===== src/rtl/hazard_ctrl.sv =====
// Issue/stall/flush control for a single-issue pipeline: a shift-pipe scoreboard of
// in-flight destinations for RAW interlocks, plus a one-cycle bnz resolve state.
module hazard_ctrl #(
    parameter int WB_LAT = 3,
    parameter int CNT_W  = 16
) (
    input  logic             clk,
    input  logic             rst_n,
    input  logic             id_valid,
    input  logic [4:0]       id_rd,
    input  logic [4:0]       id_rs1,
    input  logic [4:0]       id_rs2,
    input  logic             id_use_rs1,
    input  logic             id_use_rs2,
    input  logic             id_wr,
    input  logic             id_br,
    input  logic             ex_br_taken,
    output logic             issue,
    output logic             stall,
    output logic             flush,
    output logic             wb_en,
    output logic [4:0]       wb_rd,
    output logic [CNT_W-1:0] stall_cnt
);

    typedef enum logic {ST_RUN, ST_BR_WAIT} state_t;

    state_t            r_state;
    state_t            w_state_nxt;
    logic [WB_LAT-1:0] r_sb_v;
    logic [4:0]        r_sb_rd [WB_LAT];
    logic [CNT_W-1:0]  r_stall_cnt;
    logic              w_hazard;
    logic              w_issue;
    logic              w_stall;
    logic              w_flush;
    logic              w_load;

    // The oldest entry is skipped: it is being written this cycle and the regfile forwards it.
    always_comb begin
        w_hazard = 1'b0;
        for (int i = 0; i < WB_LAT - 1; i++) begin
            if (r_sb_v[i] && ((id_use_rs1 && (id_rs1 == r_sb_rd[i])) ||
                              (id_use_rs2 && (id_rs2 == r_sb_rd[i]))))
                w_hazard = 1'b1;
        end
        w_hazard = w_hazard && id_valid;
    end

    always_comb begin
        // NOTE: defaults first so every path assigns every signal and no latch is inferred.
        w_state_nxt = r_state;
        w_issue     = 1'b0;
        w_stall     = 1'b0;
        w_flush     = 1'b0;
        if (rst_n) begin
            case (r_state)
                ST_RUN: begin
                    w_issue = id_valid && !w_hazard;
                    w_stall = id_valid && !w_issue;
                    if (w_issue && id_br)
                        w_state_nxt = ST_BR_WAIT;
                end
                ST_BR_WAIT: begin
                    w_flush     = ex_br_taken;
                    w_stall     = !ex_br_taken;
                    w_state_nxt = ST_RUN;
                end
                default: w_state_nxt = ST_RUN;
            endcase
        end
    end

    assign w_load = w_issue && id_wr;

    always_ff @(posedge clk) begin
        if (!rst_n) begin
            // NOTE: the scoreboard is a handful of flops, so every field is cleared; a stale
            // valid bit surviving reset would produce a phantom writeback.
            r_state     <= ST_RUN;
            r_sb_v      <= '0;
            for (int i = 0; i < WB_LAT; i++)
                r_sb_rd[i] <= 5'd0;
            r_stall_cnt <= '0;
        end else begin
            // NOTE: non-blocking so each entry takes its neighbour's pre-edge value.
            r_state    <= w_state_nxt;
            r_sb_v     <= {r_sb_v[WB_LAT-2:0], w_load};
            r_sb_rd[0] <= w_load ? id_rd : 5'd0;
            for (int i = 1; i < WB_LAT; i++)
                r_sb_rd[i] <= r_sb_rd[i-1];
            if (w_stall && (r_stall_cnt != '1))
                r_stall_cnt <= r_stall_cnt + CNT_W'(1);
        end
    end

    assign issue     = w_issue;
    assign stall     = w_stall;
    assign flush     = w_flush;
    assign wb_en     = rst_n && r_sb_v[WB_LAT-1];
    assign wb_rd     = r_sb_rd[WB_LAT-1];
    assign stall_cnt = r_stall_cnt;

endmodule


===== config.mk =====
export PLATFORM = sky130hd
export DESIGN_NAME = hazard_ctrl
export DESIGN_NICKNAME = d
export VERILOG_FILES = /design/src/rtl/hazard_ctrl.sv
export SDC_FILE = /design/constraint.sdc
export NUM_CORES = 1
export LEC_CHECK = 0
export CORE_ASPECT_RATIO = 1.5
export CORE_MARGIN = 2
export CORE_UTILIZATION = 50
export DETAILED_ROUTE_END_ITERATION = 8
export HOLD_SLACK_MARGIN = 0.06
export PLACE_DENSITY_LB_ADDON = 0.15
export SLEW_MARGIN = 20
export SYNTH_ARGS = -nofsm -noshare
export SYNTH_HDL_FRONTEND = slang
export SYNTH_SLANG_ARGS = --single-unit

===== constraint.sdc =====
create_clock -name clk -period 5.3 [get_ports clk]
set_input_delay 1.06 -clock clk [delete_from_list [all_inputs] [get_ports clk]]
set_output_delay 1.06 -clock clk [all_outputs]
set_load 0.01 [all_outputs]

# After elaboration in Yosys (flattened, before gate mapping)

Memories as Yosys holds them, arrays and structs flattened.
Cells that the tools add are included.
W data, S select, Z words.

Register bits after elaboration: 20
Output and inout bits: 25
Memory bits (writable): 15
Word-level logic and storage cells: 48
Memories: 1
Input port bits: 23

Memories:

| memory  | words | bits a word | read ports | clocked after Yosys merged registers in | write ports | line | text |
|---|---|---|---|---|---|---|---|
| r_sb_rd | 3     | 5           | 3          | 0                                       | 3           | 31   | `logic [4:0] r_sb_rd [WB_LAT];` |

Bitwise logic cells: 4
$add $sub $neg: 1
Mux-type cells: 16
Reduce and logical (&&, ||, !) cells: 18
Eq/ne operators: 5

Operators with widths:

| operator                | count |
|---|---|
| $eq A5 B5 Y1            | 4 |
| $mux W5                 | 4 |
| $add A16 B1 Y16 const B | 1 |
| $ne A16 B16 Y1 const B  | 1 |
| $logic_and A1 B1 Y1     | 13 |
| $mux W1                 | 10 |
| $pmux W1 S2             | 2 |
| $logic_not A1 Y1        | 3 |
| $or A1 B1 Y1            | 3 |
| $logic_or A1 B1 Y1      | 2 |
| $not A1 Y1              | 1 |

# Depth between registers and ports, before layout

Gate-level depths: netlist (run 1).

Word-level depth: 14
Gate-level depth with buffers: 8
Gate-level depth less buffers: 7

# Worst setup path before layout (run 1)

OpenSTA, ideal clock, no wires.

Kind: input to output
Start point: input port id_rs2[0]
End point: output port stall
Buffers on the path: 0
Slack: 2.376 ns
Arrival time: 1.864 ns
Data required time: 4.240 ns
Stages: 6
Path through: xnor2_1 nand4_1 o22a_1 nand2_1 a21oi_1 nor2_1

Longest elaborated chain between the ends: 13
Elaborated cells between the ends (all ways): 17
Those cells by class: eq/ne: 2; mux: 4; reduce/logical: 11

RTL lines:

| item                    | line | text |
|---|---|---|
| start, declared         | 12   | `input logic [4:0] id_rs2,` |
| $eq A5 B5 Y1            | 44   | `(id_use_rs2 && (id_rs2 == r_sb_rd[i]))))` |
| $logic_and A1 B1 Y1     | 44   |  |
| $logic_or A1 B1 Y1      | 43   | `if (r_sb_v[i] && ((id_use_rs1 && (id_rs1 == r_sb_rd[i])) \|\|` |
| $logic_and A1 B1 Y1     | 43   |  |
| $mux W1                 | 43   |  |
| $mux W1 (*)             | 43   |  |
| $logic_and A1 B1 Y1 (*) | 47   | `w_hazard = w_hazard && id_valid;` |
| $logic_not A1 Y1 (*)    | 59   | `w_issue = id_valid && !w_hazard;` |
| $logic_and A1 B1 Y1 (*) | 59   |  |
| $logic_not A1 Y1 (*)    | 60   | `w_stall = id_valid && !w_issue;` |
| $logic_and A1 B1 Y1 (*) | 60   |  |
| $pmux W1 S2 (*)         | 57   | `case (r_state)` |
| $mux W1 (*)             | 56   | `if (rst_n) begin` |
| end, declared           | 19   | `output logic stall,` |

Every way passes the cells marked *; elsewhere a longest branch is shown, timed or not.

# Worst setup path in the final report (run 1)

Start point: input port id_rs2[0]
End point: output port issue

Longest elaborated chain between the ends: 11
Elaborated cells between the ends (all ways): 15
Those cells by class: eq/ne: 2; mux: 4; reduce/logical: 9

RTL lines:

| item                    | line | text |
|---|---|---|
| $eq A5 B5 Y1            | 44   |  |
| $logic_and A1 B1 Y1     | 44   |  |
| $logic_or A1 B1 Y1      | 43   |  |
| $logic_and A1 B1 Y1     | 43   |  |
| $mux W1                 | 43   |  |
| $mux W1 (*)             | 43   |  |
| $logic_and A1 B1 Y1 (*) | 47   |  |
| $logic_not A1 Y1 (*)    | 59   |  |
| $logic_and A1 B1 Y1 (*) | 59   |  |
| $mux W1 (*)             | 57   |  |
| $mux W1 (*)             | 56   |  |
| end, declared           | 18   | `output logic issue,` |

Marks and branches as above.

==> metrics.txt, run 1 <==
# TYPE chip_impl_metric gauge
chip_impl_info{name="run_status",value="finished, final reports clean"} 1
chip_impl_metric{name="crit_arrival",unit="ns"} 3.01
chip_impl_metric{name="powerDensity",unit="nW/um^2"} 248
chip_impl_metric{name="timing.setup.tns",unit="ns"} 0
chip_impl_metric{name="ctsLongestPathBuffers",unit=""} 2
chip_impl_metric{name="syn_to_final_growth",unit="%"} 34.2
chip_impl_metric{name="slew-limit-headroom",unit="%"} 32.8
chip_impl_info{name="worst_setup_path_startpoint",value="id_rs2[0]"} 1
chip_impl_metric{name="finalClockSkew",unit="ns"} 0.00694
chip_impl_info{name="holdCritPathClass",value="reg -> reg"} 1
chip_impl_metric{name="synth_area",unit="um^2"} 1680
chip_impl_metric{name="irDropWorstVdd",unit="uV"} 239
chip_impl_metric{name="clk_latency",unit="ns"} 0.29
chip_impl_metric{name="cts_inserted_buffers",unit=""} 5
chip_impl_metric{name="fill_cells",unit=""} 283
chip_impl_info{name="worstReg2RegStart",value="stall_cnt[0]"} 1
chip_impl_metric{name="wire_per_inst",unit="um"} 13.3
chip_impl_metric{name="top_level_ports",unit=""} 48
chip_impl_metric{name="grt_use_met2",unit="%"} 38.2
chip_impl_metric{name="antenna_found_initial",unit=""} 0
chip_impl_metric{name="count_of_unresolved_drc_violations_after_routing",unit=""} 0
chip_impl_metric{name="cts_hold_buffers",unit=""} 0
chip_impl_info{name="timing.critical_path.from_type",value="input port"} 1
chip_impl_info{name="kind_of_end_point_of_the_critical_path",value="primary output"} 1
chip_impl_info{name="cts.root.buffer_cell",value="sky130_fd_sc_hd__clkbuf_8"} 1
chip_impl_metric{name="grt_util_met1",unit="%"} 23.0
chip_impl_metric{name="fmax",unit="MHz"} 246
chip_impl_metric{name="post_drt_via_cell_ratio",unit=""} 5.36
chip_impl_metric{name="fin_util",unit="%"} 70.7
chip_impl_metric{name="finalSetupViolations",unit=""} 0
chip_impl_info{name="clock_tree_from_tritoncts",value="done"} 1
chip_impl_metric{name="place_hpwl",unit="um"} 2730
chip_impl_metric{name="synth_sequential_area_ratio",unit="%"} 41.7
chip_impl_metric{name="synth.lib_cells_used.distinct",unit=""} 34
chip_impl_metric{name="place.gp.congestion",unit=""} 0.916
chip_impl_info{name="path_class",value="in -> out"} 1
chip_impl_info{name="hold_start",value="stall_cnt[14]"} 1
chip_impl_metric{name="fp-row-count",unit=""} 25
chip_impl_metric{name="gr-usage-all-layers",unit="%"} 21.2
chip_impl_metric{name="finalCritPeriodShare",unit="%"} 76.8
chip_impl_metric{name="dieHeight",unit="um"} 75.0
chip_impl_info{name="synthDominantAreaCellType",value="sky130_fd_sc_hd__dfxtp_1"} 1
chip_impl_metric{name="syn-instance-count",unit=""} 181
chip_impl_metric{name="syn_nets",unit=""} 205
chip_impl_metric{name="cp.required",unit="ns"} 4.24
chip_impl_metric{name="finalWirelength",unit="um"} 3540
chip_impl_metric{name="first_pass_iters",unit=""} 4
chip_impl_metric{name="ys.warnings.count",unit=""} 0
chip_impl_metric{name="ys_ff_latch",unit=""} 35
chip_impl_metric{name="route.vias.total",unit=""} 1432
chip_impl_metric{name="cts.htree.levels",unit=""} 2
chip_impl_metric{name="placement.io_buffers",unit=""} 47
chip_impl_metric{name="avgSynthCellArea",unit="um^2"} 9.29
chip_impl_metric{name="num_antenna_cells",unit=""} 0
chip_impl_metric{name="drv_slew",unit=""} 0
chip_impl_metric{name="numnets_final",unit=""} 250
chip_impl_metric{name="grt_overflow_total",unit=""} 0
chip_impl_metric{name="total_power",unit="W"} 0.000560
chip_impl_metric{name="cts_setup_buffers",unit=""} 0
chip_impl_metric{name="post_route_cells_drive_above_1_share",unit="%"} 5.73
chip_impl_metric{name="ant_nets",unit=""} 0
chip_impl_metric{name="drt-initial-drc-count",unit=""} 44
chip_impl_info{name="global_route.peak_usage_layer",value="met2"} 1
chip_impl_metric{name="clkSlewWorstSetupHoldPaths",unit="ns"} 0.07
chip_impl_info{name="synth_top_cells_by_area",value="sky130_fd_sc_hd__dfxtp_1, sky130_fd_sc_hd__xnor2_1, sky130_fd_sc_hd__and2_1, sky130_fd_sc_hd__mux2i_1, sky130_fd_sc_hd__nand3_1"} 1
chip_impl_metric{name="fp.dieArea",unit="um^2"} 3850
chip_impl_metric{name="placedInstanceArea",unit="um^2"} 2140
chip_impl_metric{name="cts.sink_count",unit=""} 35
chip_impl_metric{name="synth.top_cell.area_share",unit="%"} 41.7
chip_impl_metric{name="gr-usage-met3",unit="%"} 5.36
chip_impl_metric{name="timing_hold_violations_final",unit=""} 0
chip_impl_metric{name="timing.final.crit_period",unit="ns"} 4.07
chip_impl_metric{name="fp.coreArea",unit="um^2"} 3190
chip_impl_metric{name="timing.max_cap.violations",unit=""} 0
chip_impl_metric{name="fp.dieW",unit="um"} 51.4
chip_impl_metric{name="ctsResizeCount",unit=""} 0
chip_impl_info{name="rsz_0062_raised_after_global_routing",value="false"} 1
chip_impl_metric{name="crit_fanout",unit=""} 7
chip_impl_metric{name="grt_first_pass_wirelength",unit="um"} 6140
chip_impl_metric{name="grt_max_degree",unit=""} 23
chip_impl_metric{name="initial_core_util",unit="%"} 52.7
chip_impl_metric{name="number_of_global_route_vias_before_repair",unit=""} 1409
chip_impl_metric{name="cellLeakagePower",unit="nW"} 0.858
chip_impl_metric{name="worstMarginPinSlew",unit="ns"} 1.01
chip_impl_metric{name="final_area",unit="um^2"} 2260
-- routing by layer --
metal	vias up	share of wire, %
met1	687	39
met4	0	1.4
li1	707	-
met5	-	0
met2	34	55
met3	4	4.0
-- cell usage in the layout, fill, tap and decap left out, drive strengths merged, types with 3 or more instances in the layout --
master	synthesis	routed
o21a	3	3
a21o	4	4
nand2	13	13
and2	14	14
xnor2	22	22
nor2	5	5
dfxtp	35	35
nor3	3	3
inv	8	8
clkdlybuf4s50	0	47
mux2i	6	6
a21oi	5	5
nand4	9	9
and3	8	8
nand3	13	13
clkbuf	3	6
-- path summary, 6_finish.rpt --
path | end | slack (ns) | depth (start not counted)
worst min-delay path | stall_cnt[14] | 0.49 | 1
worst min register to register | stall_cnt[14] | 0.49 | 1
worst max-delay path | issue | 1.23 | 7
worst max register to register | stall_cnt[13] | 2.88 | 7
-- area by class of cell --
class                           instances  area, um^2  area share [%]
Tap cell                               40        50.0            2.22
Multi-Input combinational cell        128         880            39.0
Clock buffer                            6        82.6            3.66
Clock inverter                          2        35.0            1.55
Sequential cell                        35         701            31.1
Timing Repair Buffer                   48         478            21.2
Inverter                                8        30.0            1.33
-- cells in the mapped netlist, drive strengths merged --
master	number
a21bo	1
a21boi	2
a21o	4
a21oi	5
a311oi	1
a31oi	1
and2	14
and3	8
and3b	2
buf	7
clkbuf	3
dfxtp	35
ha	1
inv	8
mux2i	6
nand2	13
nand2b	2
nand3	13
nand3b	2
nand4	9
nor2	5
nor2b	2
nor3	3
nor4	1
o21a	3
o21ai	2
o22a	2
o41ai	1
or3	2
or4	1
xnor2	22
-- critical path, cell delays in order --
cell                              delay (ns)
sky130_fd_sc_hd__clkdlybuf4s50_1        0.46
sky130_fd_sc_hd__xnor2_1                0.16
sky130_fd_sc_hd__nand4_1                0.10
sky130_fd_sc_hd__o22a_1                 0.21
sky130_fd_sc_hd__nand2_1                0.10
sky130_fd_sc_hd__nor2_1                 0.30
sky130_fd_sc_hd__clkdlybuf4s50_1        0.61
-- registers in the layout (all words and copies together) (netlist names) --
| signal | count |
|---|---|
| r_sb_rd | 15 |
| stall_cnt | 16 |
| r_sb_v | 3 |
| r_state | 1 |
-- power by group --
| group | internal [W] | switching, W | total, W |
|---|---|---|---|
| combinational | 0.0000279 | 0.0000177 | 0.0000455 |
| clock | 0.000152 | 0.0000941 | 0.000246 |
| sequential | 0.000266 | 0.00000260 | 0.000269 |
-- metrics by stage --
| step | setup WS [ns] | hold slack, ns | cells |
|---|---|---|---|
| after global routing | 1.08 | 0.511 | 267 |
| final | 1.23 | 0.486 | 267 |
| after detailed placement | 1.21 | 0.478 | 259 |
| after global placement | 1.30 | 0.466 | 259 |
| after floorplan | 2.38 | 0.454 | 181 |
| after CTS | 1.19 | 0.494 | 267 |
-- cell families after synthesis --
kind of cell | synth area share [%]
buf+inv | 6.03
flops | 41.7
fa+ha+maj | 0.744
xor+xnor | 11.5
compound gates | 10.6
mux | 3.57
simple gates | 25.9
No activity file was read; power rests on OpenSTA's default activity.
==> inputs of run 2 (changes only) <==
--- a/config.mk
+++ b/config.mk
@@ -7,7 +7,7 @@
 export LEC_CHECK = 0
 export CORE_ASPECT_RATIO = 1.5
 export CORE_MARGIN = 2
-export CORE_UTILIZATION = 50
+export CORE_UTILIZATION = 42
 export DETAILED_ROUTE_END_ITERATION = 8
 export HOLD_SLACK_MARGIN = 0.06
 export PLACE_DENSITY_LB_ADDON = 0.15
==> constraint.sdc (replaced) <==
create_clock -name clk -period 3.6 [get_ports clk]
set_input_delay 0.72 -clock clk [delete_from_list [all_inputs] [get_ports clk]]
set_output_delay 0.72 -clock clk [all_outputs]
set_load 0.01 [all_outputs]
==> metrics.txt, run 2 (synthesized netlist as in run 1, its figures left out) <==
# TYPE chip_impl_metric gauge
chip_impl_info{name="run_status",value="finished, final reports clean"} 1
chip_impl_metric{name="fp-row-count",unit=""} 28
chip_impl_metric{name="grt_overflow_total",unit=""} 0
chip_impl_metric{name="ctsResizeCount",unit=""} 0
chip_impl_metric{name="fp.dieArea",unit="um^2"} 4540
chip_impl_metric{name="initial_core_util",unit="%"} 43.2
chip_impl_metric{name="grt_max_degree",unit=""} 23
chip_impl_metric{name="cts_inserted_buffers",unit=""} 5
chip_impl_metric{name="top_level_ports",unit=""} 48
chip_impl_info{name="clock_tree_from_tritoncts",value="done"} 1
chip_impl_metric{name="finalClockSkew",unit="ns"} 0.00422
chip_impl_metric{name="crit_buf_inv",unit=""} 2
chip_impl_metric{name="number_of_global_route_vias_before_repair",unit=""} 1457
chip_impl_info{name="worst_path_max_delay_cell",value="sky130_fd_sc_hd__clkdlybuf4s50_1"} 1
chip_impl_metric{name="cts.htree.levels",unit=""} 2
chip_impl_metric{name="timing_hold_violations_final",unit=""} 0
chip_impl_metric{name="worstMarginPinSlew",unit="ns"} 0.371
chip_impl_metric{name="dieHeight",unit="um"} 81.5
chip_impl_metric{name="antenna_found_initial",unit=""} 0
chip_impl_metric{name="cellLeakagePower",unit="nW"} 0.854
chip_impl_metric{name="cell_internal_pwr",unit="W"} 0.000564
chip_impl_metric{name="finalSetupViolations",unit=""} 0
chip_impl_metric{name="syn_to_final_growth",unit="%"} 33.6
chip_impl_metric{name="numPlacedInstances",unit=""} 268
chip_impl_metric{name="ctsLongestPathBuffers",unit=""} 2
chip_impl_metric{name="cts.sink_count",unit=""} 35
chip_impl_metric{name="powerDensity",unit="nW/um^2"} 322
chip_impl_metric{name="count_of_unresolved_drc_violations_after_routing",unit=""} 0
chip_impl_metric{name="drv_slew",unit=""} 0
chip_impl_metric{name="place.gp.congestion",unit=""} 0.878
chip_impl_metric{name="timing.setup.tns",unit="ns"} 0
chip_impl_metric{name="cts_setup_buffers",unit=""} 0
chip_impl_metric{name="crit_arrival",unit="ns"} 2.65
chip_impl_metric{name="fill_cells",unit=""} 365
chip_impl_metric{name="fin_util",unit="%"} 57.8
chip_impl_metric{name="finalCritPeriodShare",unit="%"} 93.5
chip_impl_info{name="cpMostUsedCell",value="sky130_fd_sc_hd__clkdlybuf4s50_1"} 1
chip_impl_info{name="rsz_0062_raised_after_global_routing",value="false"} 1
chip_impl_metric{name="num_antenna_cells",unit=""} 0
chip_impl_metric{name="fp.dieW",unit="um"} 55.7
chip_impl_metric{name="switchingPower",unit="W"} 0.000159
chip_impl_metric{name="finalWirelength",unit="um"} 3690
chip_impl_metric{name="route.vias.total",unit=""} 1418
chip_impl_metric{name="grt_first_pass_wirelength",unit="um"} 6350
chip_impl_metric{name="cp.required",unit="ns"} 2.88
chip_impl_metric{name="share_clk_of_total_power",unit="%"} 35.5
chip_impl_info{name="worstPathCellList",value="clkdlybuf4s50_1 > xnor2_1 > nand4_1 > o22a_1 > nand2_1 > a21oi_1 > nor2_1 > clkdlybuf4s50_1"} 1
chip_impl_info{name="most-common-layout-cells",value="sky130_fd_sc_hd__clkdlybuf4s50_1, sky130_fd_sc_hd__dfxtp_1, sky130_fd_sc_hd__xnor2_1, sky130_fd_sc_hd__and2_1, sky130_fd_sc_hd__nand2_1"} 1
chip_impl_info{name="path_class",value="in -> out"} 1
chip_impl_metric{name="ant_nets",unit=""} 0
chip_impl_metric{name="worst_slack",unit="ns"} 0.235
chip_impl_metric{name="post_route_cells_drive_above_1_share",unit="%"} 6.11
chip_impl_metric{name="fmax",unit="MHz"} 297
chip_impl_metric{name="irDropWorstVdd",unit="uV"} 251
chip_impl_metric{name="place_hpwl",unit="um"} 2820
chip_impl_metric{name="timing.final.crit_period",unit="ns"} 3.37
chip_impl_metric{name="cts_hold_buffers",unit=""} 0
chip_impl_metric{name="clk_latency",unit="ns"} 0.28
chip_impl_metric{name="gr-usage-all-layers",unit="%"} 17.9
chip_impl_metric{name="placement.io_buffers",unit=""} 47
chip_impl_metric{name="fp.coreArea",unit="um^2"} 3890
chip_impl_metric{name="numnets_final",unit=""} 254
chip_impl_info{name="holdCritPathClass",value="reg -> reg"} 1
chip_impl_info{name="timing.critical_path.from_type",value="input port"} 1
chip_impl_metric{name="slew-limit-headroom",unit="%"} 75.0
chip_impl_metric{name="netSwitchingFraction",unit="%"} 22.0
chip_impl_metric{name="wire_per_inst",unit="um"} 13.5
chip_impl_info{name="kind_of_end_point_of_the_critical_path",value="primary output"} 1
chip_impl_metric{name="seq_power_share",unit="%"} 54.8
chip_impl_metric{name="drt-initial-drc-count",unit=""} 32
chip_impl_metric{name="clkSlewWorstSetupHoldPaths",unit="ns"} 0.06
chip_impl_metric{name="timing.max_cap.violations",unit=""} 0
chip_impl_metric{name="crit_fanout",unit=""} 3
chip_impl_metric{name="pwr-share-comb",unit="%"} 9.7
chip_impl_metric{name="placement.setup.worst_slack",unit="ns"} 0.253
chip_impl_info{name="path_delay_family",value="buffers and inverters"} 1
chip_impl_metric{name="first_pass_iters",unit=""} 4
chip_impl_info{name="cts.root.buffer_cell",value="sky130_fd_sc_hd__clkbuf_8"} 1
chip_impl_info{name="final_common_cell",value="sky130_fd_sc_hd__clkdlybuf4s50_1"} 1
chip_impl_metric{name="layoutNonFillerInstCount",unit=""} 274
chip_impl_metric{name="cp_slowest_stage_delay",unit="ns"} 0.54
chip_impl_metric{name="post_drt_via_cell_ratio",unit=""} 5.18
chip_impl_metric{name="largest_reg_flops",unit=""} 16
==> run 2: changes by cell type in the layout (fill, tap and decap cells not counted), sizes merged <==
cell    change
clkinv      -1
bufinv      -1
buf         +4
==> run 2: through the flow <==
step           hold WS [ns]  total power (W)  instance area [um^2]
2_1_floorplan         0.454         0.000434                  1680
3_3_place_gp          0.472         0.000473                  2170
3_5_place_dp          0.484         0.000474                  2170
4_1_cts               0.502         0.000733                  2250
5_1_grt               0.520         0.000755                  2250
6_report              0.493         0.000723                  2250
==> run 2: power by group through the flow <==
stage               Clock [W]  Combinational, W  Sequential, W
detailed placement          0         0.0000700       0.000404
CTS                  0.000266         0.0000709       0.000396
floorplan                   0         0.0000309       0.000403
global placement            0         0.0000689       0.000404
finish               0.000257         0.0000701       0.000396
global route         0.000283         0.0000767       0.000396
==> run 2: path summary, 6_finish.rpt <==
kind | start | end | slack, ns | cells past startpoint
worst min register to register | stall_cnt[9] | stall_cnt[9] | 0.49 | 2
worst max register to register | stall_cnt[0] | stall_cnt[11] | 1.36 | 8
worst min-delay path | stall_cnt[9] | stall_cnt[9] | 0.49 | 2
worst max-delay path | id_rs2[0] | stall | 0.23 | 8
==> run 2: layout make-up <==
cell class	instances	area (um^2)	area share [%]
tap	45	56.3	2.51
clock buffer	6	72.6	3.23
sequential	35	701	31.2
timing repair buffer	52	508	22.6
multi-input combinational	128	880	39.1
inverter	8	30.0	1.34
==> run 2: per-layer routing <==
metal  GRT usage (%)  routed length (um)  vias up
met5               0                   0        -
met4            9.76                  91        0
met3            4.25                 159        7
met2            34.2                2060       38
met1            17.9                1380      662
li1                -                   -      711
==> run 2: worst register-to-register path, cell delays in order (launching register included) <==
cell and delay [ns]:
sky130_fd_sc_hd__dfxtp_1 0.40, sky130_fd_sc_hd__ha_1 0.25, sky130_fd_sc_hd__nand3_1 0.13, sky130_fd_sc_hd__or3_4 0.38, sky130_fd_sc_hd__o41ai_4 0.37, sky130_fd_sc_hd__a31oi_2 0.06
sky130_fd_sc_hd__buf_4 0.21, sky130_fd_sc_hd__and3b_1 0.18, sky130_fd_sc_hd__o21a_1 0.16
==> inputs of run 3 (changes only) <==
--- a/config.mk
+++ b/config.mk
@@ -6,7 +6,7 @@
 export NUM_CORES = 1
 export LEC_CHECK = 0
 export CORE_ASPECT_RATIO = 1.5
-export CORE_MARGIN = 2
+export CORE_MARGIN = 4
 export CORE_UTILIZATION = 42
 export DETAILED_ROUTE_END_ITERATION = 8
 export HOLD_SLACK_MARGIN = 0.06
==> metrics.txt, run 3 (synthesized netlist as in run 1, its figures left out) <==
# TYPE chip_impl_metric gauge
chip_impl_info{name="run_status",value="finished, final reports clean"} 1
chip_impl_metric{name="fp-row-count",unit=""} 27
chip_impl_metric{name="layoutNonFillerInstCount",unit=""} 273
chip_impl_metric{name="cts_setup_buffers",unit=""} 0
chip_impl_metric{name="antenna_found_initial",unit=""} 0
chip_impl_metric{name="fp.dieArea",unit="um^2"} 5100
chip_impl_metric{name="fp.coreArea",unit="um^2"} 3780
chip_impl_metric{name="clk_latency",unit="ns"} 0.28
chip_impl_metric{name="place_hpwl",unit="um"} 2980
chip_impl_info{name="final_common_cell",value="sky130_fd_sc_hd__clkdlybuf4s50_1"} 1
chip_impl_info{name="cpMostUsedCell",value="sky130_fd_sc_hd__clkdlybuf4s50_1"} 1
chip_impl_metric{name="drv_slew",unit=""} 0
chip_impl_metric{name="syn_to_final_growth",unit="%"} 33.6
chip_impl_metric{name="cts_inserted_buffers",unit=""} 5
chip_impl_metric{name="timing_hold_violations_final",unit=""} 0
chip_impl_metric{name="finalWirelength",unit="um"} 3800
chip_impl_metric{name="crit_arrival",unit="ns"} 2.62
chip_impl_metric{name="cell_internal_pwr",unit="W"} 0.000570
chip_impl_metric{name="switchingPower",unit="W"} 0.000165
chip_impl_metric{name="initial_core_util",unit="%"} 44.4
chip_impl_metric{name="cts_hold_buffers",unit=""} 0
chip_impl_metric{name="fin_util",unit="%"} 59.4
chip_impl_metric{name="numPlacedInstances",unit=""} 265
chip_impl_metric{name="dieHeight",unit="um"} 85.5
chip_impl_info{name="holdCritPathClass",value="reg -> reg"} 1
chip_impl_metric{name="ctsResizeCount",unit=""} 0
chip_impl_metric{name="finalCritPeriodShare",unit="%"} 92.7
chip_impl_info{name="timing.critical_path.from_type",value="input port"} 1
chip_impl_metric{name="worst_slack",unit="ns"} 0.264
chip_impl_info{name="most-common-layout-cells",value="sky130_fd_sc_hd__clkdlybuf4s50_1, sky130_fd_sc_hd__dfxtp_1, sky130_fd_sc_hd__xnor2_1, sky130_fd_sc_hd__and2_1, sky130_fd_sc_hd__nand2_1"} 1
chip_impl_info{name="kind_of_end_point_of_the_critical_path",value="primary output"} 1
chip_impl_metric{name="numnets_final",unit=""} 253
chip_impl_metric{name="irDropWorstVdd",unit="uV"} 245
chip_impl_metric{name="fp.dieW",unit="um"} 59.7
chip_impl_metric{name="number_of_global_route_vias_before_repair",unit=""} 1500
chip_impl_metric{name="timing.setup.tns",unit="ns"} 0
chip_impl_metric{name="cp_slowest_stage_delay",unit="ns"} 0.54
chip_impl_info{name="worstPathCellList",value="clkdlybuf4s50_1 > xnor2_1 > nand4_1 > o22a_1 > nand2_1 > a21oi_1 > nor2_1 > clkdlybuf4s50_1"} 1
chip_impl_metric{name="num_antenna_cells",unit=""} 0
chip_impl_metric{name="top_level_ports",unit=""} 48
chip_impl_metric{name="netSwitchingFraction",unit="%"} 22.5
chip_impl_metric{name="finalSetupViolations",unit=""} 0
chip_impl_metric{name="placement.setup.worst_slack",unit="ns"} 0.262
chip_impl_metric{name="timing.max_cap.violations",unit=""} 0
chip_impl_metric{name="cts.sink_count",unit=""} 35
chip_impl_metric{name="timing.final.crit_period",unit="ns"} 3.34
chip_impl_metric{name="placement.io_buffers",unit=""} 47
chip_impl_metric{name="crit_fanout",unit=""} 3
chip_impl_metric{name="drt-initial-drc-count",unit=""} 43
chip_impl_metric{name="first_pass_iters",unit=""} 4
chip_impl_metric{name="seq_power_share",unit="%"} 53.8
chip_impl_metric{name="largest_reg_flops",unit=""} 16
chip_impl_metric{name="share_clk_of_total_power",unit="%"} 36.7
chip_impl_metric{name="grt_first_pass_wirelength",unit="um"} 6420
chip_impl_metric{name="gr-usage-all-layers",unit="%"} 16.3
chip_impl_metric{name="route.vias.total",unit=""} 1420
chip_impl_metric{name="pwr-share-comb",unit="%"} 9.4
chip_impl_info{name="worst_path_max_delay_cell",value="sky130_fd_sc_hd__clkdlybuf4s50_1"} 1
chip_impl_metric{name="cellLeakagePower",unit="nW"} 0.855
chip_impl_metric{name="ctsLongestPathBuffers",unit=""} 2
chip_impl_metric{name="grt_max_degree",unit=""} 24
chip_impl_info{name="cts.root.buffer_cell",value="sky130_fd_sc_hd__clkbuf_8"} 1
chip_impl_metric{name="powerDensity",unit="nW/um^2"} 327
chip_impl_info{name="worstReg2RegStart",value="stall_cnt[0]"} 1
chip_impl_info{name="rsz_0062_raised_after_global_routing",value="false"} 1
chip_impl_info{name="hold_start",value="stall_cnt[9]"} 1
chip_impl_metric{name="place.gp.congestion",unit=""} 0.887
chip_impl_info{name="clock_tree_from_tritoncts",value="done"} 1
chip_impl_metric{name="fmax",unit="MHz"} 300
chip_impl_metric{name="finalClockSkew",unit="ns"} 0.00344
chip_impl_metric{name="post_route_cells_drive_above_1_share",unit="%"} 6.09
chip_impl_metric{name="ant_nets",unit=""} 0
chip_impl_metric{name="worstMarginPinSlew",unit="ns"} 0.383
chip_impl_metric{name="post_drt_via_cell_ratio",unit=""} 5.20
chip_impl_info{name="worst_setup_path_startpoint",value="id_rs2[3]"} 1
chip_impl_metric{name="slew-limit-headroom",unit="%"} 74.3
chip_impl_metric{name="cts.htree.levels",unit=""} 2
chip_impl_info{name="path_delay_family",value="buffers and inverters"} 1
chip_impl_info{name="path_class",value="in -> out"} 1
chip_impl_metric{name="clkSlewWorstSetupHoldPaths",unit="ns"} 0.07
chip_impl_metric{name="crit_buf_inv",unit=""} 2
chip_impl_metric{name="wire_per_inst",unit="um"} 13.9
chip_impl_metric{name="grt_overflow_total",unit=""} 0
chip_impl_metric{name="count_of_unresolved_drc_violations_after_routing",unit=""} 0
chip_impl_metric{name="cp.required",unit="ns"} 2.88
run 3: cell count changes in the layout (fill, tap and decap cells not counted):
| cell | change |
|---|---|
| sky130_fd_sc_hd__buf_4 | -1 |
| sky130_fd_sc_hd__clkinv_2 | +1 |
| sky130_fd_sc_hd__clkbuf_1 | +1 |
run 3: worst min-delay path: stages (launching register included):
cell	delay, ns
sky130_fd_sc_hd__dfxtp_1	0.33
sky130_fd_sc_hd__nand2_1	0.06
sky130_fd_sc_hd__mux2i_1	0.06
run 3: cell type report:
class                   count  area (um^2)
clock inverters             1         5.00
multi-input cells         128          880
inverters                   8         30.0
fillers                   359         1540
well taps                  43         53.8
repair buffers             51          500
clock buffers               7         76.3
flip-flops and latches     35          701
run 3: through the flow:
| stage | hold WS, ns | power [W] | instance area [um^2] |
|---|---|---|---|
| 2_1_floorplan | 0.454 | 0.000434 | 1680 |
| 3_5_place_dp | 0.482 | 0.000474 | 2160 |
| 6_report | 0.493 | 0.000735 | 2250 |
| 3_3_place_gp | 0.471 | 0.000472 | 2160 |
| 4_1_cts | 0.498 | 0.000747 | 2250 |
| 5_1_grt | 0.528 | 0.000770 | 2250 |
run 3: final timing paths:
kind | end | slack [ns] | cells after the start
max | stall | 0.26 | 8
min | stall_cnt[9] | 0.49 | 2
max reg2reg | stall_cnt[11] | 1.31 | 8
min reg2reg | stall_cnt[9] | 0.49 | 2
run 3: power groups by stage:
stage | clock network (W) | logic (W) | registers (W)
after floorplan | 0 | 0.0000309 | 0.000403
after global placement | 0 | 0.0000679 | 0.000404
after detailed placement | 0 | 0.0000698 | 0.000404
after CTS | 0.000282 | 0.0000699 | 0.000395
after global routing | 0.000299 | 0.0000754 | 0.000396
final | 0.000270 | 0.0000694 | 0.000396
run 3: per-layer routing:
metal,part of all wire (%),GRT usage [%],vias to the layer above
li1,-,-,710
met1,37,14.9,649
met2,54,31.1,49
met3,6.3,4.52,12
met4,2.7,7.86,0
met5,0,0,-
